## config.mk

```make
export PLATFORM = sky130hd
export DESIGN_NAME = decode_queue
export DESIGN_NICKNAME = d
export VERILOG_FILES = /design/src/rtl/decode_queue.sv
export SDC_FILE = /design/constraint.sdc
export NUM_CORES = 1
export LEC_CHECK = 0
export CORE_MARGIN = 2
export CORE_UTILIZATION = 45
export CTS_CLUSTER_SIZE = 28
export DETAILED_ROUTE_END_ITERATION = 7
export GPL_ROUTABILITY_DRIVEN = 0
export PLACE_DENSITY = 0.69
export SETUP_SLACK_MARGIN = 0.3
export SYNTH_ARGS = -nofsm -noshare
export SYNTH_HDL_FRONTEND = slang
export SYNTH_SLANG_ARGS = --single-unit
```

## constraint.sdc

```tcl
create_clock -name clk -period 4.9 [get_ports clk]
set_input_delay 1.225 -clock clk [delete_from_list [all_inputs] [get_ports clk]]
set_output_delay 1.225 -clock clk [all_outputs]
set_load 0.005 [all_outputs]
```

## src/rtl/decode_queue.sv

```systemverilog
//==============================================================================
// Module : decode_queue
// Desc   : DEPTH-entry instruction FIFO with a registered MIPS decode stage.
//          Optional illegal-opcode check: define DECODE_ILLEGAL_CHK_EN.
// Rev    : 1.0
//==============================================================================
`default_nettype none

module decode_queue #(
  parameter int DEPTH = 4,
  parameter int PC_W  = 32
) (
  input  logic                     clk,
  input  logic                     reset,
  input  logic                     flush_i,
  input  logic                     in_valid_i,
  output logic                     in_ready_o,
  input  logic [31:0]              in_instr_i,
  input  logic [PC_W-1:0]          in_pc_i,
  output logic                     out_valid_o,
  input  logic                     out_ready_i,
  output logic [PC_W-1:0]          pc_o,
  output logic [5:0]               op_o,
  output logic [5:0]               funct_o,
  output logic [4:0]               rs_o,
  output logic [4:0]               rt_o,
  output logic [4:0]               rd_o,
  output logic [4:0]               shamt_o,
  output logic [25:0]              target_o,
  output logic [31:0]              imm_o,
  output logic                     is_r_o,
  output logic                     is_i_o,
  output logic                     is_j_o,
  output logic                     use_link_o,
  output logic [$clog2(DEPTH):0]   count_o,
  output logic                     illegal_o
);

  localparam int AW = $clog2(DEPTH);
  localparam logic [AW:0] c_DEPTH_CNT = (AW+1)'(DEPTH);

  logic [31:0]     r_mem_instr [DEPTH];
  logic [PC_W-1:0] r_mem_pc    [DEPTH];
  logic [AW-1:0]   r_wptr;
  logic [AW-1:0]   r_rptr;
  logic [AW:0]     r_count;

  logic            r_out_valid;
  logic [PC_W-1:0] r_pc;
  logic [5:0]      r_op;
  logic [5:0]      r_funct;
  logic [4:0]      r_rs;
  logic [4:0]      r_rt;
  logic [4:0]      r_rd;
  logic [4:0]      r_shamt;
  logic [25:0]     r_target;
  logic [31:0]     r_imm;
  logic            r_is_r;
  logic            r_is_i;
  logic            r_is_j;
  logic            r_use_link;

  logic            w_in_xfer;
  logic            w_load;
  logic            w_empty;
  logic            w_pop;
  logic            w_bypass;
  logic            w_push;
  logic [31:0]     w_src_instr;
  logic [PC_W-1:0] w_src_pc;

  logic [5:0]      w_op;
  logic [5:0]      w_funct;
  logic            w_is_r;
  logic            w_is_j;
  logic            w_zext;
  logic [31:0]     w_imm;
  logic            w_link;

  // A flush cycle never accepts the incoming word even when ready is high.
  assign in_ready_o  = (r_count < c_DEPTH_CNT);
  assign w_in_xfer   = in_valid_i && in_ready_o && !flush_i;
  assign w_load      = !r_out_valid || out_ready_i;
  assign w_empty     = (r_count == '0);
  assign w_pop       = w_load && !w_empty;
  assign w_bypass    = w_load && w_empty && w_in_xfer;
  assign w_push      = w_in_xfer && !w_bypass;
  assign w_src_instr = w_pop ? r_mem_instr[r_rptr] : in_instr_i;
  assign w_src_pc    = w_pop ? r_mem_pc[r_rptr]    : in_pc_i;

  always_comb begin
    w_op    = w_src_instr[31:26];
    w_funct = w_src_instr[5:0];
    w_is_r  = (w_op == 6'h00);
    w_is_j  = (w_op == 6'h02) || (w_op == 6'h03);
    w_zext  = (w_op == 6'h0C) || (w_op == 6'h0D) || (w_op == 6'h0E);
    w_imm   = w_zext ? {16'h0000, w_src_instr[15:0]}
                     : {{16{w_src_instr[15]}}, w_src_instr[15:0]};
    w_link  = ((w_op == 6'h01) && (w_src_instr[20:17] == 4'b1000)) // rt 0x10/0x11
           || (w_is_r && (w_funct == 6'h09))
           || (w_op == 6'h03);
  end

  always_ff @(posedge clk) begin
    if (w_push && !reset) begin
      r_mem_instr[r_wptr] <= in_instr_i;
      r_mem_pc[r_wptr]    <= in_pc_i;
    end
  end

  always_ff @(posedge clk) begin
    if (reset || flush_i) begin
      r_wptr  <= '0;
      r_rptr  <= '0;
      r_count <= '0;
    end else begin
      if (w_push) r_wptr <= r_wptr + 1'b1;
      if (w_pop)  r_rptr <= r_rptr + 1'b1;
      case ({w_push, w_pop})
        2'b10:   r_count <= r_count + 1'b1;
        2'b01:   r_count <= r_count - 1'b1;
        default: r_count <= r_count;
      endcase
    end
  end

  always_ff @(posedge clk) begin
    if (reset) begin
      r_out_valid <= 1'b0;
      r_pc        <= '0;
      r_op        <= '0;
      r_funct     <= '0;
      r_rs        <= '0;
      r_rt        <= '0;
      r_rd        <= '0;
      r_shamt     <= '0;
      r_target    <= '0;
      r_imm       <= '0;
      r_is_r      <= 1'b0;
      r_is_i      <= 1'b0;
      r_is_j      <= 1'b0;
      r_use_link  <= 1'b0;
    end else if (flush_i) begin
      r_out_valid <= 1'b0;
    end else if (w_load) begin
      r_out_valid <= w_pop || w_bypass;
      if (w_pop || w_bypass) begin
        r_pc       <= w_src_pc;
        r_op       <= w_op;
        r_funct    <= w_funct;
        r_rs       <= w_src_instr[25:21];
        r_rt       <= w_src_instr[20:16];
        r_rd       <= w_src_instr[15:11];
        r_shamt    <= w_src_instr[10:6];
        r_target   <= w_src_instr[25:0];
        r_imm      <= w_imm;
        r_is_r     <= w_is_r;
        r_is_i     <= !w_is_r && !w_is_j;
        r_is_j     <= w_is_j;
        r_use_link <= w_link;
      end
    end
  end

`ifdef DECODE_ILLEGAL_CHK_EN
  logic w_illegal;
  logic r_illegal;

  // Implemented set: MIPS-I integer ALU, branch, jump and load/store opcodes.
  always_comb begin
    w_illegal = 1'b1;
    case (w_op)
      6'h00: begin
        case (w_funct)
          6'h00, 6'h02, 6'h03, 6'h04, 6'h06, 6'h07, 6'h08, 6'h09,
          6'h10, 6'h11, 6'h12, 6'h13, 6'h18, 6'h19, 6'h1A, 6'h1B,
          6'h20, 6'h21, 6'h22, 6'h23, 6'h24, 6'h25, 6'h26, 6'h27,
          6'h2A, 6'h2B: w_illegal = 1'b0;
          default:      w_illegal = 1'b1;
        endcase
      end
      6'h01, 6'h02, 6'h03, 6'h04, 6'h05, 6'h06, 6'h07,
      6'h08, 6'h09, 6'h0A, 6'h0B, 6'h0C, 6'h0D, 6'h0E, 6'h0F,
      6'h20, 6'h21, 6'h23, 6'h24, 6'h25, 6'h28, 6'h29, 6'h2B:
        w_illegal = 1'b0;
      default: w_illegal = 1'b1;
    endcase
  end

  always_ff @(posedge clk) begin
    if (reset)
      r_illegal <= 1'b0;
    else if (!flush_i && w_load && (w_pop || w_bypass))
      r_illegal <= w_illegal;
  end

  assign illegal_o = r_illegal;
`else
  assign illegal_o = 1'b0;
`endif

  assign out_valid_o = r_out_valid;
  assign pc_o        = r_pc;
  assign op_o        = r_op;
  assign funct_o     = r_funct;
  assign rs_o        = r_rs;
  assign rt_o        = r_rt;
  assign rd_o        = r_rd;
  assign shamt_o     = r_shamt;
  assign target_o    = r_target;
  assign imm_o       = r_imm;
  assign is_r_o      = r_is_r;
  assign is_i_o      = r_is_i;
  assign is_j_o      = r_is_j;
  assign use_link_o  = r_use_link;
  assign count_o     = r_count;

endmodule

`default_nettype wire
```

==> results.txt, run 1 <==
----------------------------------------------------
[Placed design]
  Count of input and output buffers ... 199
  HPWL after detailed placement ... roughly 17 mm
  Placed Cells incl. Taps ... about 1.3k

[Drt]
  Initial DRC Count ... about 700
  Wire length on met3 ... 1.82 mm
  Top routing layer in use ... met4
  Remaining number of nets flagged by the antenna check after routing ... 0
  Detail Route met2 WL ... roughly 14 mm
  Ratio of routed vias to standard cells ... about 5.6
  Post-detailed-route wirelength per cell ... between 20 and 25 microns
  Routed via count ... ~7.5k
  DRC violation count after routing ... 0
  Overall routed net length ... 28.4 mm
  DRT Pass-1 Iters ... 5
  Met1 routed wirelength after detailed routing ... 12.3 mm

[CTS]
  Number of clock sinks seen by CTS ... between 300 and 400
  Insertion delay to the later sink of the worst-skew pair ... about 520 ps
  Count of H-tree levels built during CTS ... 2
  Clock tree from TritonCTS ... built
  Clock transition at the registers of the reported paths ... 60 ps
  Clock buffer count from CTS ... 35
  CTS Buffer Depth ... 3
  Post CTS Setup Buffer Count ... 0
  Clock tree root buffer cell ... clkbuf_16
  # hold bufs at CTS ... 0
  Post-cts resize count ... 0

[Die]
  Die area ... around 0.030 sq mm
  Die X ... roughly 170 microns
  Core region area ... 0.0287 sq mm
  Starting Density ... 45.6%
  Cell row count ... 62
  Top-level port count ... 201
  Die Ht ... 175 microns

[Power]
  Internal Pwr Total ... 4.88 mW
  Part of the power in combinational logic ... 5.1%
  Pwr per Cell Area ... about 370 mW/mm^2
  Leakage power total ... ~5.1 nW
  Switching power summed over all nets ... between 1 and 1.5 mW
  Max rail drop VDD ... between 0.0002 and 0.00025 V
  Register share of total power ... 50.8%
  Fraction of power spent switching nets ... 20.1%
  Share of power burned in the clock network ... ~44%

[Timing]
  Slew of the pin with the lowest slew margin ... roughly 800 ps
  Pins over their slew limit ... 0
  Total Negative Setup Slacks ... 0 ps
  Ratio of final minimum period to clock period ... about 67%
  Unrepaired setup endpoints after global routing ... no
  Maximum clock rate ... 0.307 GHz
  Hold Fails Final Rpt ... 0
  Tmin final ... 3260 ps
  Max-slew headroom ... a little under half
  Final setup violation count ... 0
  Setup clock skew after layout ... roughly 30 ps

[Layout]
  Final Non-Filler Cells ... 1353
  Layout filler cell count ... roughly 2.2k
  Share of final-layout standard cells stronger than drive strength 1 ... around 15%
  Commonest cells after routing, fill and taps aside ... edfxtp_1 (256), clkdlybuf4s50_1 (198), dfxtp_1 (77)
  Leading cell type in the layout, fill and taps excluded ... edfxtp_1
  Antenna cell count ... 0
  Final Net Count ... ~1.0k
  Area overhead of the layout relative to synthesis ... 24.4%

[Logic synthesis]
  Mapped Area ... 0.0131 sq mm
  Post-synthesis average cell area ... between 15 and 20 sq um
  Warnings from Yosys ... 0
  Primary flip-flop cell chosen by synthesis mapping ... edfxtp_1
  Distinct cell type count of the synthesized netlist ... 49
  Post-synth ARST share ... 0%
  Net count of the mapped netlist ... 871
  Number of flops mapped to enable cells by yosys ... between 200 and 300
  Sequential-to-total area share from yosys stat ... a little over two thirds
  Yosys reg bits ... between 300 and 400
  Number of instances in the synthesized netlist ... 796

[Setup path]
  Worst setup path category ... input port to flop
  Required time worst endpoint ... approximately 5100 ps
  Data arrival time of the worst path ... 3420 ps
  Reg-to-reg startpoint ... count_o[2]
  Critical Path Sink Type ... flop
  Capturing element of the worst setup path ... r_mem_pc[0][10]
  Launching element type of the critical path ... input port
  Endpoint of the lowest-slack register-to-register path ... count_o[2]
  Number of cells on the worst reg-to-reg path ... 8
  Worst reg2reg setup slack ... 2080 ps
  Crit Path Max Fanout ... 23
  Origin of the worst setup path ... out_ready_i

[Global routing]
  GRT Residual Overflow ... 0
  Number of antenna violations at the first check in global routing ... 0
  Via count of the first global-routing pass ... roughly 7.7k
  Global Route Usage Sum ... between 10% and 20%
  First-pass GRT wire length ... around 44 mm
  Maximum number of pins on one net before global-route repair ... 71

[Run]
  Count of max-cap constraint violations ... 0

[Worst hold path]
  Path class of the lowest-slack min-delay path ... flop to flop

[Outcome]
  Status ... completed

----------------------------------------------------
[per-layer routing]
metal / up-vias / GRT usage [%]
li1: 3373 / -
met1: 3816 / 25.9
met2: 286 / 30.4
met3: 42 / 3.57
met4: 0 / 5.42
met5: - / 0
[worst min path at each step]
| stage | from | endpoint | slack (ps) | cells past startpoint |
|---|---|---|---|---|
| global route | pc_o[18] | pc_o[18] | 460 | 2 |
| detailed placement | pc_o[10] | pc_o[10] | 440 | 2 |
| CTS | pc_o[21] | pc_o[21] | 450 | 2 |
| finish | pc_o[12] | pc_o[12] | 450 | 2 |
| floorplan | pc_o[0] | pc_o[0] | 450 | 2 |
| global placement | pc_o[6] | pc_o[6] | 440 | 2 |
[power by group through the flow]
| stage | Clock, mW | Combinational [mW] | Sequential (mW) |
|---|---|---|---|
| floorplan | 0 | 0.118 | 3.17 |
| global placement | 0 | 0.306 | 3.17 |
| detailed placement | 0 | 0.310 | 3.17 |
| CTS | 2.74 | 0.312 | 3.11 |
| global route | 2.85 | 0.334 | 3.11 |
| finish | 2.70 | 0.309 | 3.10 |
[final cells by class]
type / count / area (sq um) / share of cell area [%]
Clock buffer: 41 / 930 / 5.70
Tap cell: 384 / 480 / 2.95
Multi-Input combinational cell: 344 / 3170 / 19.4
Timing Repair Buffer: 218 / 2170 / 13.3
Clock inverter: 23 / 255 / 1.57
Sequential cell: 335 / 9270 / 56.9
Inverter: 8 / 30.0 / 0.184
[synthesized netlist by cell type, drive strengths merged (7+ instances only)]
master	number	area [sq um]
a211oi	10	75.1
a21oi	55	275
a311oi	7	61.3
buf	70	504
clkbuf	39	146
dfxtp	79	1580
edfxtp	256	7690
inv	8	30.0
mux2i	8	80.1
mux4	64	1460
nand2	67	251
nor2	30	113
o221ai	47	412
[through the flow]
stage,power (mW),area (sq um),hold WS [ps],worst slack [ps],util [%]
3_3_place_gp,3.47,15100,442,1200,52.7
2_1_floorplan,3.28,13100,448,1140,-
4_1_cts,6.16,16300,452,1610,56.8
3_5_place_dp,3.48,15100,444,1130,52.7
5_1_grt,6.29,16300,464,1370,56.8
6_report,6.11,16300,450,1640,56.8
[sequential cells by signal, indices dropped and copies added, names as in the netlist, 2 cells and up, named ones only]
| name | count |
|---|---|
| rd_o | 4 |
| r_rptr | 2 |
| r_mem_pc | 128 |
| pc_o | 32 |
| r_wptr | 2 |
| funct_o | 5 |
| op_o | 6 |
| rs_o | 5 |
| shamt_o | 4 |
| r_mem_instr | 128 |
| count_o | 3 |
| rt_o | 4 |
| target_o | 4 |
[cells by family (layout without fill, tap and decap cells)]
group	Yosys count	after routing	share of synthesized area, %
adder cells (fa/ha/maj)	6	6	0.630
other	1	1	0.0286
multiplexers	73	73	11.8
XOR/XNOR	5	5	0.334
flip-flops	335	335	70.7
AND/OR/NAND/NOR	127	127	4.28
buffers and inverters	117	290	5.19
AO/OA/AOI/OAI	132	132	6.98
[worst max-delay path, stage by stage]
cell,delay [ps]
clkdlybuf4s50_1,420
nor2b_1,360
o21ai_1,290
nor2_1,240
and2_2,460
buf_4,410
No activity file was read; power rests on OpenSTA's default activity.
==> inputs of run 2 (changes only) <==
- PLACE_DENSITY: 0.69 -> 0.71
- clock period: 4.9 -> 2.9 ns (I/O delays scaled with it)
==> results.txt, run 2 (synthesized netlist as in run 1, its figures left out) <==
----------------------------------------------------
[Outcome]
  Status ... completed

[CTS]
  Count of H-tree levels built during CTS ... 2 (unchanged)
  Clock transition at the registers of the reported paths ... 60 ps (about the same)
  Clock tree from TritonCTS ... built
  Clock buffer count from CTS ... 35 (unchanged)
  Insertion delay to the later sink of the worst-skew pair ... 510 ps (about the same)
  Number of clock sinks seen by CTS ... 335 (unchanged)
  CTS Buffer Depth ... 3 (unchanged)
  Clock tree root buffer cell ... clkbuf_16
  # hold bufs at CTS ... 0 (unchanged)

[Setup path]
  Data arrival time of the worst path ... 2930 ps (-490 ps)
  Launching element type of the critical path ... flop
  Worst reg2reg setup slack ... 410 ps (-1670 ps)
  Critical Path Sink Type ... flop
  Endpoint of the lowest-slack register-to-register path ... count_o[2]
  Required time worst endpoint ... 3340 ps (-1720 ps)
  Reg-to-reg startpoint ... count_o[2]
  Number of cells on the worst reg-to-reg path ... 8 (unchanged)
  Crit Path Max Fanout ... 7 (-70%)
  Worst setup path category ... flop to flop

[Drt]
  Overall routed net length ... 29.2 mm (+2.7%)
  Remaining number of nets flagged by the antenna check after routing ... 0 (unchanged)
  DRC violation count after routing ... 0 (unchanged)
  Post-detailed-route wirelength per cell ... 21.1 microns (+0.63%)
  Routed via count ... 7567 (+0.67%)
  Initial DRC Count ... 624 (-10%)
  DRT Pass-1 Iters ... 6 (+1)
  Ratio of routed vias to standard cells ... 5.48 (-1.4%)

[Power]
  Pwr per Cell Area ... 616 mW/mm^2 (+64%)
  Max rail drop VDD ... 0.000374 V (+67%)
  Leakage power total ... 5.28 nW (+3.3%)

[Placed design]
  Standard cell area after detailed placement ... 0.0154 sq mm (+2.1%)
  Count of input and output buffers ... 199 (unchanged)
  HPWL after detailed placement ... 18.6 mm (+7.1%)

[Layout]
  Leading cell type in the layout, fill and taps excluded ... edfxtp_1
  Antenna cell count ... 0 (unchanged)
  Final Net Count ... 1045 (+2.8%)
  Area overhead of the layout relative to synthesis ... 27.1%
  Register area ... 0.00928 sq mm (about the same)
  Area of the multi-input gates ... 0.00317 sq mm (+0.16%)
  Commonest cells after routing, fill and taps aside ... edfxtp_1 (256), clkdlybuf4s50_1 (198), dfxtp_1 (76)
  Summed area of non-filler cells in the final layout ... 0.0167 sq mm (+2.1%)
  Layout filler cell count ... 2206 (-0.81%)
  Share of final-layout standard cells stronger than drive strength 1 ... 17.4% (+2.2 points)

[Die]
  Top-level port count ... 201 (unchanged)
  Starting Density ... 45.6% (unchanged)
  Core region area ... 0.0287 sq mm (unchanged)
  Die Ht ... 175 microns (unchanged)
  Die area ... 0.0305 sq mm (unchanged)
  Cell row count ... 62 (unchanged)
  Die X ... 175 microns (unchanged)

[Timing]
  Unrepaired setup endpoints after global routing ... no
  Maximum clock rate ... between 0.4 and 0.5 GHz
  Pins over their slew limit ... 0 (unchanged)
  Slew of the pin with the lowest slew margin ... 684 ps (-98.8 ps)
  Setup clock skew after layout ... 20.8 ps (-9.00 ps)
  Hold Fails Final Rpt ... 0 (unchanged)
  Total Negative Setup Slacks ... 0 ps (unchanged)
  Final setup violation count ... 0 (unchanged)
  Max-slew headroom ... 54.1% (+6.2 points)
  Ratio of final minimum period to clock period ... a little under nine tenths
  Tmin final ... approximately 2500 ps

[Worst hold path]
  Path class of the lowest-slack min-delay path ... flop to flop
  Origin of the worst min-delay path ... pc_o[15]
  Worst Hold Depth ... 2 (unchanged)
  Worst Hold End ... pc_o[15]

[Global routing]
  Via count of the first global-routing pass ... 7638 (-0.39%)
  Global Route Usage Sum ... 19.0% (+0.33 points)
  Maximum number of pins on one net before global-route repair ... 58 (-18%)
  First-pass GRT wire length ... 44.8 mm (+1.1%)
  GRT Residual Overflow ... 0 (unchanged)
  Number of antenna violations at the first check in global routing ... 0 (unchanged)

[Run]
  Count of max-cap constraint violations ... 0 (unchanged)

----------------------------------------------------
[run 2: how the worst max path moves through the flow]
stage | startpoint | to | slack, ps
2_1_floorplan | out_ready_i | count_o[2] | 330
3_3_place_gp | flush_i | count_o[2] | 7
3_5_place_dp | flush_i | count_o[2] | 10
4_1_cts | imm_o[30] | imm_o[18] | 360
5_1_grt | count_o[2] | count_o[2] | 310
6_report | count_o[2] | count_o[2] | 410
[run 2: timing repair]
action	in CTS	in global routing
setup buffers	0	7
endpoints found under the setup margin	0	4
resized for setup	0	2
[run 2: report_power, final]
| group | switching, mW | internal [mW] | total [mW] |
|---|---|---|---|
| registers | 0.0403 | 5.21 | 5.25 |
| logic | 0.237 | 0.298 | 0.535 |
| clock network | 1.77 | 2.71 | 4.48 |
[run 2: layout make-up]
type / instances / share of cell area (%)
well taps: 384 / 2.88
multi-input cells: 344 / 19.1
clock buffers: 49 / 5.82
clock inverters: 15 / 1.16
inverters: 8 / 0.180
repair buffers: 246 / 15.2
flip-flops and latches: 335 / 55.7
[run 2: per-stage QoR]
stage | cells | hold WS (ps) | power, mW | utilization (%) | setup WS, ps
final | 1381 | 448 | 10.3 | 58.0 | 412
after floorplan | 796 | 448 | 5.55 | - | 332
after CTS | 1374 | 453 | 10.3 | 57.8 | 363
after global routing | 1381 | 470 | 10.6 | 58.0 | 305
after detailed placement | 1310 | 444 | 5.88 | 53.8 | 13.8
after global placement | 1310 | 440 | 5.88 | 53.8 | 6.95
[run 2: worst max-delay path, stage by stage (launching register included)]
cell and delay (ps):
dfxtp_1 390, or3_2 560, o21ai_1 230, ha_1 210, inv_1 60, fa_1 370, xor2_1 150, or3_1 300
a21oi_1 140
[run 2: layer usage]
layer  vias up  wire length, microns  GRT usage (%)
li1       3427                     -              -
met1      3810                 12600           26.5
met2       292                 14100           31.1
met3        38                  1900           3.76
met4         0                   515           4.65
met5         -                     0              0
